**src/rtl/alu_md.sv**
```systemverilog
// Execute-stage ALU with valid/ready handshake: single-cycle base and branch ops,
// plus iterative shift-add multiply and restoring divide (RV32M-style semantics).
module alu_md #(
    parameter int WIDTH = 32
) (
    input  logic             clk,
    input  logic             rst,
    input  logic             in_valid,
    output logic             in_ready,
    input  logic [5:0]       op,
    input  logic [WIDTH-1:0] a,
    input  logic [WIDTH-1:0] b,
    output logic             out_valid,
    input  logic             out_ready,
    output logic [WIDTH-1:0] result,
    output logic             taken,
    output logic             busy
);
    localparam int SW = $clog2(WIDTH);
    localparam logic [WIDTH-1:0] MIN_VAL = {1'b1, {(WIDTH-1){1'b0}}};

    localparam logic [4:0] OP_ADD    = 5'b00000;
    localparam logic [4:0] OP_SUB    = 5'b00001;
    localparam logic [4:0] OP_SLL    = 5'b00010;
    localparam logic [4:0] OP_SLT    = 5'b00100;
    localparam logic [4:0] OP_SLTU   = 5'b00110;
    localparam logic [4:0] OP_XOR    = 5'b01000;
    localparam logic [4:0] OP_SRL    = 5'b01010;
    localparam logic [4:0] OP_SRA    = 5'b01011;
    localparam logic [4:0] OP_OR     = 5'b01100;
    localparam logic [4:0] OP_AND    = 5'b01110;
    localparam logic [4:0] OP_BEQ    = 5'b10000;
    localparam logic [4:0] OP_BNE    = 5'b10010;
    localparam logic [4:0] OP_BLT    = 5'b11000;
    localparam logic [4:0] OP_BGE    = 5'b11010;
    localparam logic [4:0] OP_BLTU   = 5'b11100;
    localparam logic [4:0] OP_BGEU   = 5'b11110;
    localparam logic [4:0] OP_MUL    = 5'b00011;
    localparam logic [4:0] OP_MULH   = 5'b00101;
    localparam logic [4:0] OP_MULHSU = 5'b00111;
    localparam logic [4:0] OP_MULHU  = 5'b01001;
    localparam logic [4:0] OP_DIV    = 5'b01101;
    localparam logic [4:0] OP_DIVU   = 5'b01111;
    localparam logic [4:0] OP_REM    = 5'b10001;
    localparam logic [4:0] OP_REMU   = 5'b10011;

    typedef enum logic [1:0] {
        S_IDLE,
        S_MUL,
        S_DIV,
        S_DONE
    } state_t;

    state_t             state_q, state_d;
    logic [5:0]         op_q, op_d;
    logic [WIDTH-1:0]   opnd_q, opnd_d;
    logic [2*WIDTH-1:0] acc_q, acc_d;
    logic               neg_q, neg_d;
    logic [SW:0]        cnt_q, cnt_d;
    logic [WIDTH-1:0]   result_q, result_d;
    logic               taken_q, taken_d;
    logic               out_valid_q, out_valid_d;

    function automatic logic taken_of(input logic [5:0] o, input logic r0);
        return o[5] | (o[4] & ~o[0] & r0);
    endfunction

    function automatic logic [WIDTH-1:0] flag(input logic f);
        return {{(WIDTH-1){1'b0}}, f};
    endfunction

    logic             accept;
    logic [SW-1:0]    shamt;
    logic [WIDTH-1:0] base_res;

    assign accept = in_valid & in_ready;
    assign shamt  = b[SW-1:0];

    always_comb begin
        base_res = '0;
        case (op[4:0])
            OP_ADD:  base_res = a + b;
            OP_SUB:  base_res = a - b;
            OP_SLL:  base_res = a << shamt;
            OP_SLT:  base_res = flag($signed(a) < $signed(b));
            OP_SLTU: base_res = flag(a < b);
            OP_XOR:  base_res = a ^ b;
            OP_SRL:  base_res = a >> shamt;
            OP_SRA:  base_res = $signed(a) >>> shamt;
            OP_OR:   base_res = a | b;
            OP_AND:  base_res = a & b;
            OP_BEQ:  base_res = flag(a == b);
            OP_BNE:  base_res = flag(a != b);
            OP_BLT:  base_res = flag($signed(a) < $signed(b));
            OP_BGE:  base_res = flag($signed(a) >= $signed(b));
            OP_BLTU: base_res = flag(a < b);
            OP_BGEU: base_res = flag(a >= b);
            default: base_res = '0;
        endcase
    end

    // Operand decode: which ops treat which operand as signed, and magnitudes.
    logic             is_mul, is_div, is_quot, a_sgn, b_sgn, a_neg, b_neg;
    logic             div_zero, div_ovf;
    logic [WIDTH-1:0] a_mag, b_mag, div_special;

    always_comb begin
        is_mul      = op[4:0] inside {OP_MUL, OP_MULH, OP_MULHSU, OP_MULHU};
        is_div      = op[4:0] inside {OP_DIV, OP_DIVU, OP_REM, OP_REMU};
        is_quot     = op[4:0] inside {OP_DIV, OP_DIVU};
        a_sgn       = op[4:0] inside {OP_MULH, OP_MULHSU, OP_DIV, OP_REM};
        b_sgn       = op[4:0] inside {OP_MULH, OP_DIV, OP_REM};
        a_neg       = a_sgn & a[WIDTH-1];
        b_neg       = b_sgn & b[WIDTH-1];
        a_mag       = a_neg ? -a : a;
        b_mag       = b_neg ? -b : b;
        div_zero    = (b == '0);
        div_ovf     = b_sgn & (a == MIN_VAL) & (b == '1);
        div_special = '0;
        if (div_zero)
            div_special = is_quot ? '1 : a;
        else if (div_ovf)
            div_special = is_quot ? MIN_VAL : '0;
    end

    // Iteration datapath: acc_q holds {partial product} or {remainder, quotient}.
    logic [WIDTH:0]     mul_sum;
    logic               div_ge;
    logic [WIDTH-1:0]   div_diff;
    logic [2*WIDTH-1:0] prod_fix;
    logic [WIDTH-1:0]   quot_fix, rem_fix, done_res;

    always_comb begin
        mul_sum  = {1'b0, acc_q[2*WIDTH-1:WIDTH]} + (acc_q[0] ? {1'b0, opnd_q} : '0);
        div_ge   = acc_q[2*WIDTH-1:WIDTH-1] >= {1'b0, opnd_q};
        div_diff = acc_q[2*WIDTH-2:WIDTH-1] - opnd_q;
        prod_fix = neg_q ? -acc_q : acc_q;
        quot_fix = neg_q ? -acc_q[WIDTH-1:0] : acc_q[WIDTH-1:0];
        rem_fix  = neg_q ? -acc_q[2*WIDTH-1:WIDTH] : acc_q[2*WIDTH-1:WIDTH];
        case (op_q[4:0])
            OP_MUL:                       done_res = prod_fix[WIDTH-1:0];
            OP_MULH, OP_MULHSU, OP_MULHU: done_res = prod_fix[2*WIDTH-1:WIDTH];
            OP_DIV, OP_DIVU:              done_res = quot_fix;
            default:                      done_res = rem_fix;
        endcase
    end

    always_comb begin
        state_d     = state_q;
        op_d        = op_q;
        opnd_d      = opnd_q;
        acc_d       = acc_q;
        neg_d       = neg_q;
        cnt_d       = cnt_q;
        result_d    = result_q;
        taken_d     = taken_q;
        out_valid_d = out_valid_q & ~out_ready;
        case (state_q)
            S_IDLE: begin
                if (accept) begin
                    op_d = op;
                    if (is_mul) begin
                        acc_d   = {{WIDTH{1'b0}}, b_mag};
                        opnd_d  = a_mag;
                        neg_d   = a_neg ^ b_neg;
                        cnt_d   = (SW+1)'(WIDTH);
                        state_d = S_MUL;
                    end else if (is_div && !(div_zero || div_ovf)) begin
                        acc_d   = {{WIDTH{1'b0}}, a_mag};
                        opnd_d  = b_mag;
                        neg_d   = is_quot ? (a_neg ^ b_neg) : a_neg;
                        cnt_d   = (SW+1)'(WIDTH);
                        state_d = S_DIV;
                    end else begin
                        result_d    = is_div ? div_special : base_res;
                        taken_d     = taken_of(op, result_d[0]);
                        out_valid_d = 1'b1;
                    end
                end
            end
            S_MUL: begin
                acc_d = {mul_sum, acc_q[WIDTH-1:1]};
                cnt_d = cnt_q - (SW+1)'(1);
                if (cnt_q == (SW+1)'(1))
                    state_d = S_DONE;
            end
            S_DIV: begin
                acc_d = {(div_ge ? div_diff : acc_q[2*WIDTH-2:WIDTH-1]),
                         acc_q[WIDTH-2:0], div_ge};
                cnt_d = cnt_q - (SW+1)'(1);
                if (cnt_q == (SW+1)'(1))
                    state_d = S_DONE;
            end
            default: begin
                result_d    = done_res;
                taken_d     = taken_of(op_q, done_res[0]);
                out_valid_d = 1'b1;
                state_d     = S_IDLE;
            end
        endcase
    end

    always_ff @(posedge clk or posedge rst) begin
        if (rst) begin
            state_q     <= S_IDLE;
            op_q        <= '0;
            opnd_q      <= '0;
            acc_q       <= '0;
            neg_q       <= 1'b0;
            cnt_q       <= '0;
            result_q    <= '0;
            taken_q     <= 1'b0;
            out_valid_q <= 1'b0;
        end else begin
            state_q     <= state_d;
            op_q        <= op_d;
            opnd_q      <= opnd_d;
            acc_q       <= acc_d;
            neg_q       <= neg_d;
            cnt_q       <= cnt_d;
            result_q    <= result_d;
            taken_q     <= taken_d;
            out_valid_q <= out_valid_d;
        end
    end

    assign in_ready  = ~rst & (state_q == S_IDLE) & (~out_valid_q | out_ready);
    assign out_valid = out_valid_q;
    assign result    = result_q;
    assign taken     = taken_q;
    assign busy      = (state_q == S_MUL) | (state_q == S_DIV);

endmodule

```
**config.mk**
```make
export PLATFORM = sky130hd
export DESIGN_NAME = alu_md
export DESIGN_NICKNAME = d
export VERILOG_FILES = /design/src/rtl/alu_md.sv
export SDC_FILE = /design/constraint.sdc
export NUM_CORES = 1
export LEC_CHECK = 0
export CELL_PAD_IN_SITES_DETAIL_PLACEMENT = 1
export CELL_PAD_IN_SITES_GLOBAL_PLACEMENT = 1
export CORE_ASPECT_RATIO = 1.25
export CORE_UTILIZATION = 51
export CTS_BUF_LIST = sky130_fd_sc_hd__clkbuf_8
export DETAILED_ROUTE_END_ITERATION = 16
export GPL_TIMING_DRIVEN = 0
export HOLD_SLACK_MARGIN = 0.12
export PLACE_DENSITY = 0.95
export SLEW_MARGIN = 5
export SYNTH_ARGS = -nofsm -noshare
export SYNTH_HDL_FRONTEND = slang
export SYNTH_SLANG_ARGS = --single-unit
```
**constraint.sdc**
```tcl
create_clock -name clk -period 17 [get_ports clk]
set_input_delay 5.1 -clock clk [delete_from_list [all_inputs] [get_ports clk]]
set_output_delay 5.1 -clock clk [all_outputs]
set_load 0.01 [all_outputs]
```
==> impl_metrics.tcl, run 1 <==
set metrics [dict create \
    synth_nets 3473 \
    gr-total-overflow 377 \
    grt_use_total_pct 64.0 \
    synth_adder_area_share_pct 9.63 \
    io_buffers 107 \
    dp_slack_ps 4480 \
    post_cts_resized 0 \
    synth_compound_area_share_pct 32.0 \
    grt_max_degree 90 \
    place.gp.congestion 1.38 \
    synth_area_um2 23200 \
    cts_sinks 145 \
    stop_error "[ERROR GRT-0116] Global routing finished with congestion. Check the congestion regions in the DRC Viewer." \
    ys_warn_count 0 \
    die_w_um 193 \
    numCtsBuffers 17 \
    syn_avg_cell_area_um2 7.19 \
    dp_hpwl_um 103000 \
    ys_seq_area_share_pct 15.6 \
    clockBufferDepth 2 \
    synth_xor_area_share_pct 7.40 \
    status "aborted with a tool error" \
    postCtsHoldBufs 0 \
    io_pins 110 \
    synth.most_common_cell "nor2_1" \
    synth_common_cells "356 x nor2_1, 292 x o21ai_0, 281 x nand2_1, 271 x a21oi_1, 188 x clkbuf_1" \
    synth_edf_count 0 \
    grt_pass1_vias 33500 \
    cts_setup_buffers 0 \
    synthDominantCellAreaShare_pct 15.6 \
    synth_area_leaders "dfrtp_1 16%, ha_1 9.3%, o21ai_0 6.3%" \
    synth_top_area_cell "dfrtp_1" \
    synth_cells 3223 \
    fp.dieH_um 240 \
    synthSimpleGateAreaFrac_pct 19.7 \
    rows 87 \
    htree_levels 4 \
    stop_stage "global routing (5_1_grt)" \
    synth-async-reset-ratio_pct 100 \
    yosys_most_used_dff "dfrtp_1" \
    ys_types 87 \
    initial_core_util_pct 51.6 \
    muxShareOfSynthArea_pct 8.47 \
    grt_pass1_wl_um 222000 \
    synth_seq_cells 145 \
    synth_top_family_by_area "compound AO/OA/AOI/OAI gates" \
    cts.root.buffer_cell "clkbuf_8" \
]
[routing by layer]
metal	GRT overflow	track usage, %
met2	229	86.4
met5	0	2.86
met1	3	63.2
met4	145	68.5
met3	0	40.8
[kinds of logic after synthesis]
group / Yosys count
adders and majority gates: 176
DFF: 145
buffers and inverters: 426
AOI/OAI and AO/OA: 1132
muxes: 151
and+or+nand+nor: 997
xor gates and xnor gates: 196
[metrics by stage]
| stage | utilization, % | instance area (um^2) | cells | hold WS, ps |
|---|---|---|---|---|
| after floorplan | - | 23200 | 3223 | 450 |
| after global placement | 55.6 | 25000 | 3908 | 462 |
| after detailed placement | 55.7 | 25000 | 3910 | 467 |
| after CTS | 56.6 | 25400 | 3942 | 493 |
==> inputs of run 2 (changes only) <==
Settings changed: CELL_PAD_IN_SITES_DETAIL_PLACEMENT 1 to not set, CELL_PAD_IN_SITES_GLOBAL_PLACEMENT 1 to not set, CORE_ASPECT_RATIO 1.25 to not set, CORE_UTILIZATION 51 to 40, CTS_BUF_LIST sky130_fd_sc_hd__clkbuf_8 to not set, HOLD_SLACK_MARGIN 0.12 to not set, PLACE_DENSITY 0.95 to not set, PLACE_DENSITY_LB_ADDON set to 0.15.
==> impl_metrics.tcl, run 2 <==
set metrics [dict create \
    nets 3601 \
    period_needed_ps 12690 \
    ys_types 87 \
    ys_warn_count 0 \
    fmax_ghz 0.0788 \
    die_area_um2 58900 \
    synth_edf_count 0 \
    cts.reportedPaths.clkPinSlew_ps 70 \
    final_cell_mix "356 x nor2_1, 291 x o21ai_0, 281 x nand2_1" \
    synth_seq_cells 145 \
    grt_pass1_wl_um 194000 \
    peakVddDrop_v 0.0000922 \
    cts.root.buffer_cell "clkbuf_16" \
    synth_top_area_cell "dfrtp_1" \
    dp_hpwl_um 111000 \
    clk_latency_ps 480 \
    critPathKind "in -> reg" \
    clockBufferDepth 2 \
    finalHoldWorstSlack_ps 474 \
    drive_gt1_share_pct 5.11 \
    rsz0062_at_grt "false" \
    min_to "result[15]$_DFFE_PP0P_" \
    r2r_start "acc_q[0]$_DFFE_PP0P_" \
    rrSetupSlack_ps 11580 \
    post_cts_resized 0 \
    tightestPinTransition_ps 1360 \
    cts_setup_buffers 0 \
    core_um2 56800 \
    postPlaceCellArea_um2 25300 \
    rows 87 \
    status "finished clean" \
    io_pins 110 \
    drc 0 \
    critPathRequiredTime_ps 17340 \
    synth_common_cells "356 x nor2_1, 292 x o21ai_0, 281 x nand2_1, 271 x a21oi_1, 188 x clkbuf_1" \
    drt_wl_total_um 137000 \
    synth-async-reset-ratio_pct 100 \
    synth_area_leaders "dfrtp_1 16%, ha_1 9.3%, o21ai_0 6.3%" \
    final_cells 4123 \
    cts_tree "yes" \
    setup_viol 0 \
    hold_path.class "reg -> reg" \
    timing.rr.end "acc_q[62]$_DFFE_PP0P_" \
    vias 28400 \
    synth.most_common_cell "nor2_1" \
    wire_per_inst_um 33.3 \
    ys_seq_area_share_pct 15.6 \
    arrival_ps 13030 \
    synth_nets 3473 \
    grt_max_degree 79 \
    slew_headroom_pct 7.05 \
    vias_per_cell 6.88 \
    powerDensity_nw_per_um2 178 \
    die_w_um 243 \
    hold_viol_final 0 \
    reg2reg_depth 14 \
    fin_skew_ps 14.9 \
    synth_area_um2 23200 \
    cp-start-kind "input pin" \
    power.leakage_nw 10.5 \
    final_common_cell "nor2_1" \
    hold_depth 2 \
    synthDominantCellAreaShare_pct 15.6 \
    grt_pass1_vias 27700 \
    fp.dieH_um 243 \
    synth_cells 3223 \
    yosys_most_used_dff "dfrtp_1" \
    stdcell_area_um2 25800 \
    syn_avg_cell_area_um2 7.19 \
    grt_use_total_pct 45.2 \
    htree_levels 4 \
    fin_crit_sh_pct 74.6 \
    io_buffers 107 \
    maxSlewViolCount 0 \
    firstDrtPassIters 8 \
    maxCapViolCount 0 \
    fill_cells 5899 \
    hp-start "result[15]$_DFFE_PP0P_" \
    drt_iter0_markers 3421 \
    cts_sinks 145 \
    ant_nets 0 \
    numCtsBuffers 17 \
    regMostFlops "acc_q" \
    crit_fanout 11 \
    gr-total-overflow 0 \
    initial_core_util_pct 40.8 \
    setup_tns_ps 0 \
    p_total_mw 4.59 \
    antenna_found_initial 7 \
    end_kind "flip-flop" \
    dp.cells 4088 \
    place.gp.congestion 1.05 \
    postCtsHoldBufs 0 \
    areaGrowthSynthToFinish_pct 11.3 \
    largest_register_ffs 64 \
]
-- run 2: metrics by stage --
step                util (%)  worst slack [ps]
floorplan                  -              3220
global placement        44.4               640
detailed placement      44.4              4140
CTS                     45.4              4580
global route            45.4              4330
finish                  45.4              4310
-- run 2: report_power, final --
group	total [mW]	internal, mW	switching [mW]	leakage, nW
Sequential	0.674	0.502	0.172	1.85
Combinational	3.54	1.20	2.34	8.40
Clock	0.380	0.191	0.190	0.254
-- run 2: worst max-delay path by stage --
stage | from | endpoint | cells past startpoint
CTS | b[2] | result[20]$_DFFE_PP0P_ | 17
floorplan | rst | in_ready | 2
finish | b[2] | result[20]$_DFFE_PP0P_ | 17
global placement | rst | in_ready | 4
detailed placement | b[2] | result[20]$_DFFE_PP0P_ | 17
global route | b[2] | result[20]$_DFFE_PP0P_ | 17
-- run 2: layout make-up --
type,count,area [um^2],area share [%]
diodes,3,7.51,0.0291
plain buffers,256,1030,4.00
clock buffers,18,429,1.66
clock inverters,14,119,0.461
inverters,170,646,2.50
multi-input cells,2652,17900,69.3
flip-flops and latches,145,3630,14.1
well taps,756,946,3.67
repair buffers,109,1100,4.28
-- run 2: critical path: stages --
cell             delay [ps]
clkdlybuf4s50_1         420
clkbuf_1                430
inv_1                   320
buf_1                   730
clkbuf_1                710
clkbuf_1                710
ha_1                    370
clkbuf_1                230
a21o_1                  240
a21o_1                  220
a2111oi_0               850
o21ai_0                 540
a211oi_1                970
mux2i_1                 220
xnor2_1                 190
a211oi_1                630
nor2_1                  100
-- run 2: kinds of logic after synthesis --
group	share of synthesized area, %
AND/OR/NAND/NOR	19.7
flip-flops	15.6
AO/OA/AOI/OAI	32.0
multiplexers	8.47
buffers and inverters	7.21
adder cells (fa/ha/maj)	9.63
XOR/XNOR	7.40
-- run 2: routing by layer --
metal	share of wire [%]	wire length, um	vias to the layer above	global-route usage (%)
li1	-	-	12100	-
met1	36	49000	13600	50.0
met2	45	62300	1953	73.9
met3	8.3	11500	666	8.06
met4	11	14700	6	41.5
met5	0.025	34	-	0
No activity file was read; power rests on OpenSTA's default activity.
==> inputs of run 3 (changes only) <==
Clock period 17 ns to 10.2 ns, I/O delays scaled along.
==> impl_metrics.tcl, run 3 (same netlist as run 2, synthesis figures left out) <==
set metrics [dict create \
    vias 28400 \
    dp_hpwl_um 111000 \
    drc 0 \
    maxCapViolCount 0 \
    gr-total-overflow 0 \
    fill_cells 5896 \
    final_cells 4122 \
    hold_depth 2 \
    power.leakage_nw 10.5 \
    register_area_um2 3630 \
    drive_gt1_share_pct 5.14 \
    slew_headroom_pct 6.31 \
    r2r_start "acc_q[0]$_DFFE_PP0P_" \
    grt_max_degree 79 \
    hold_path.class "reg -> reg" \
    grt_pass1_wl_um 194000 \
    cts_tree "yes" \
    rrSetupSlack_ps 4840 \
    die_w_um 243 \
    fin_skew_ps 14.2 \
    clockBufferDepth 2 \
    grt_use_total_pct 45.2 \
    tightestPinTransition_ps 1370 \
    vias_per_cell 6.89 \
    cp-startpoint "b[2]" \
    numCtsBuffers 17 \
    die_area_um2 58900 \
    clk_latency_ps 480 \
    io_pins 110 \
    fin_crit_sh_pct 97.1 \
    htree_levels 4 \
    end_kind "flip-flop" \
    grt_pass1_vias 27700 \
    powerDensity_nw_per_um2 296 \
    dp.cells 4088 \
    p_total_mw 7.65 \
    reg2reg_depth 14 \
    status "finished clean" \
    nets 3600 \
    largest_register_ffs 64 \
    drt_wl_total_um 137000 \
    drt_iter0_markers 3353 \
    firstDrtPassIters 7 \
    period_needed_ps 9900 \
    place.gp.congestion 1.05 \
    fp.dieH_um 243 \
    areaGrowthSynthToFinish_pct 11.3 \
    cts.root.buffer_cell "clkbuf_16" \
    rsz0062_at_grt "false" \
    antenna_found_initial 7 \
    wire_per_inst_um 33.3 \
    cts.reportedPaths.clkPinSlew_ps 70 \
    final_cell_mix "356 x nor2_1, 291 x o21ai_0, 281 x nand2_1" \
    maxSlewViolCount 0 \
    ant_nets 0 \
    cts_sinks 145 \
    hp-start "result[15]$_DFFE_PP0P_" \
    hold_viol_final 0 \
    critPathRequiredTime_ps 10540 \
    peakVddDrop_v 0.000153 \
    critPathKind "in -> reg" \
    fmax_ghz 0.101 \
    core_um2 56800 \
    arrival_ps 10240 \
    multiInputGateArea_um2 17900 \
    initial_core_util_pct 40.8 \
    crit_fanout 14 \
    rows 87 \
    cp-start-kind "input pin" \
    setup_viol 0 \
    regMostFlops "acc_q" \
    fin_util_pct 45.4 \
    io_buffers 107 \
    final_common_cell "nor2_1" \
]
## run 3: cell type report
class | instances | share of cell area (%)
clock buffer | 18 | 1.66
sequential | 145 | 14.1
inverter | 170 | 2.50
multi-input combinational | 2652 | 69.4
clock inverter | 14 | 0.461
tap | 756 | 3.67
antenna | 3 | 0.0291
buffer | 255 | 3.99
timing repair buffer | 109 | 4.28
## run 3: timing repair
item,4_1_cts,5_1_grt
setup endpoints to repair,3,2
buffers inserted,0,0
hold buffers,0,0
pin swaps,0,0
gates cloned,0,0
gates resized for setup,1,0
## run 3: metal layers
| layer | vias up | wire length (um) | GRT usage (%) |
|---|---|---|---|
| met5 | - | 47 | 0 |
| met1 | 13700 | 49000 | 50.0 |
| met2 | 1908 | 62300 | 73.9 |
| li1 | 12100 | - | - |
| met4 | 8 | 14500 | 41.5 |
| met3 | 662 | 11500 | 8.06 |
## run 3: critical path: stages
cell and delay, ps:
clkdlybuf4s50_1 420, clkbuf_1 440, inv_1 760, clkbuf_1 700, clkbuf_1 710, ha_1 370
clkbuf_1 240, a21o_1 240, a21o_1 210, a2111oi_0 830, o21ai_0 540, a211oi_2 620
mux2i_1 190, xnor2_1 160, a211oi_1 610, nor2_1 100
## run 3: metrics by stage
step | TNS, ps | hold WS (ps) | area [um^2] | worst slack [ps]
2_1_floorplan | 0 | 450 | 23200 | 502
5_1_grt | 0 | 493 | 25800 | 182
3_5_place_dp | -1920 | 464 | 25300 | -621
6_report | 0 | 474 | 25800 | 296
3_3_place_gp | -47300 | 453 | 25200 | -2080
4_1_cts | 0 | 479 | 25800 | 118
## run 3: path summary, 6_finish.rpt
| kind | end |
|---|---|
| setup / recovery | result[20]$_DFFE_PP0P_ |
| hold / removal | result[15]$_DFFE_PP0P_ |
| setup reg to reg | acc_q[62]$_DFFE_PP0P_ |
| hold reg to reg | result[15]$_DFFE_PP0P_ |
| max in group asynchronous | result[25]$_DFFE_PP0P_ |
| min in group asynchronous | acc_q[36]$_DFFE_PP0P_ |
## run 3: power breakdown
group	leakage, nW	switching (mW)	internal (mW)
Combinational	8.40	3.89	2.00
Sequential	1.85	0.287	0.837
Clock	0.254	0.316	0.318
Total	10.5	4.49	3.15
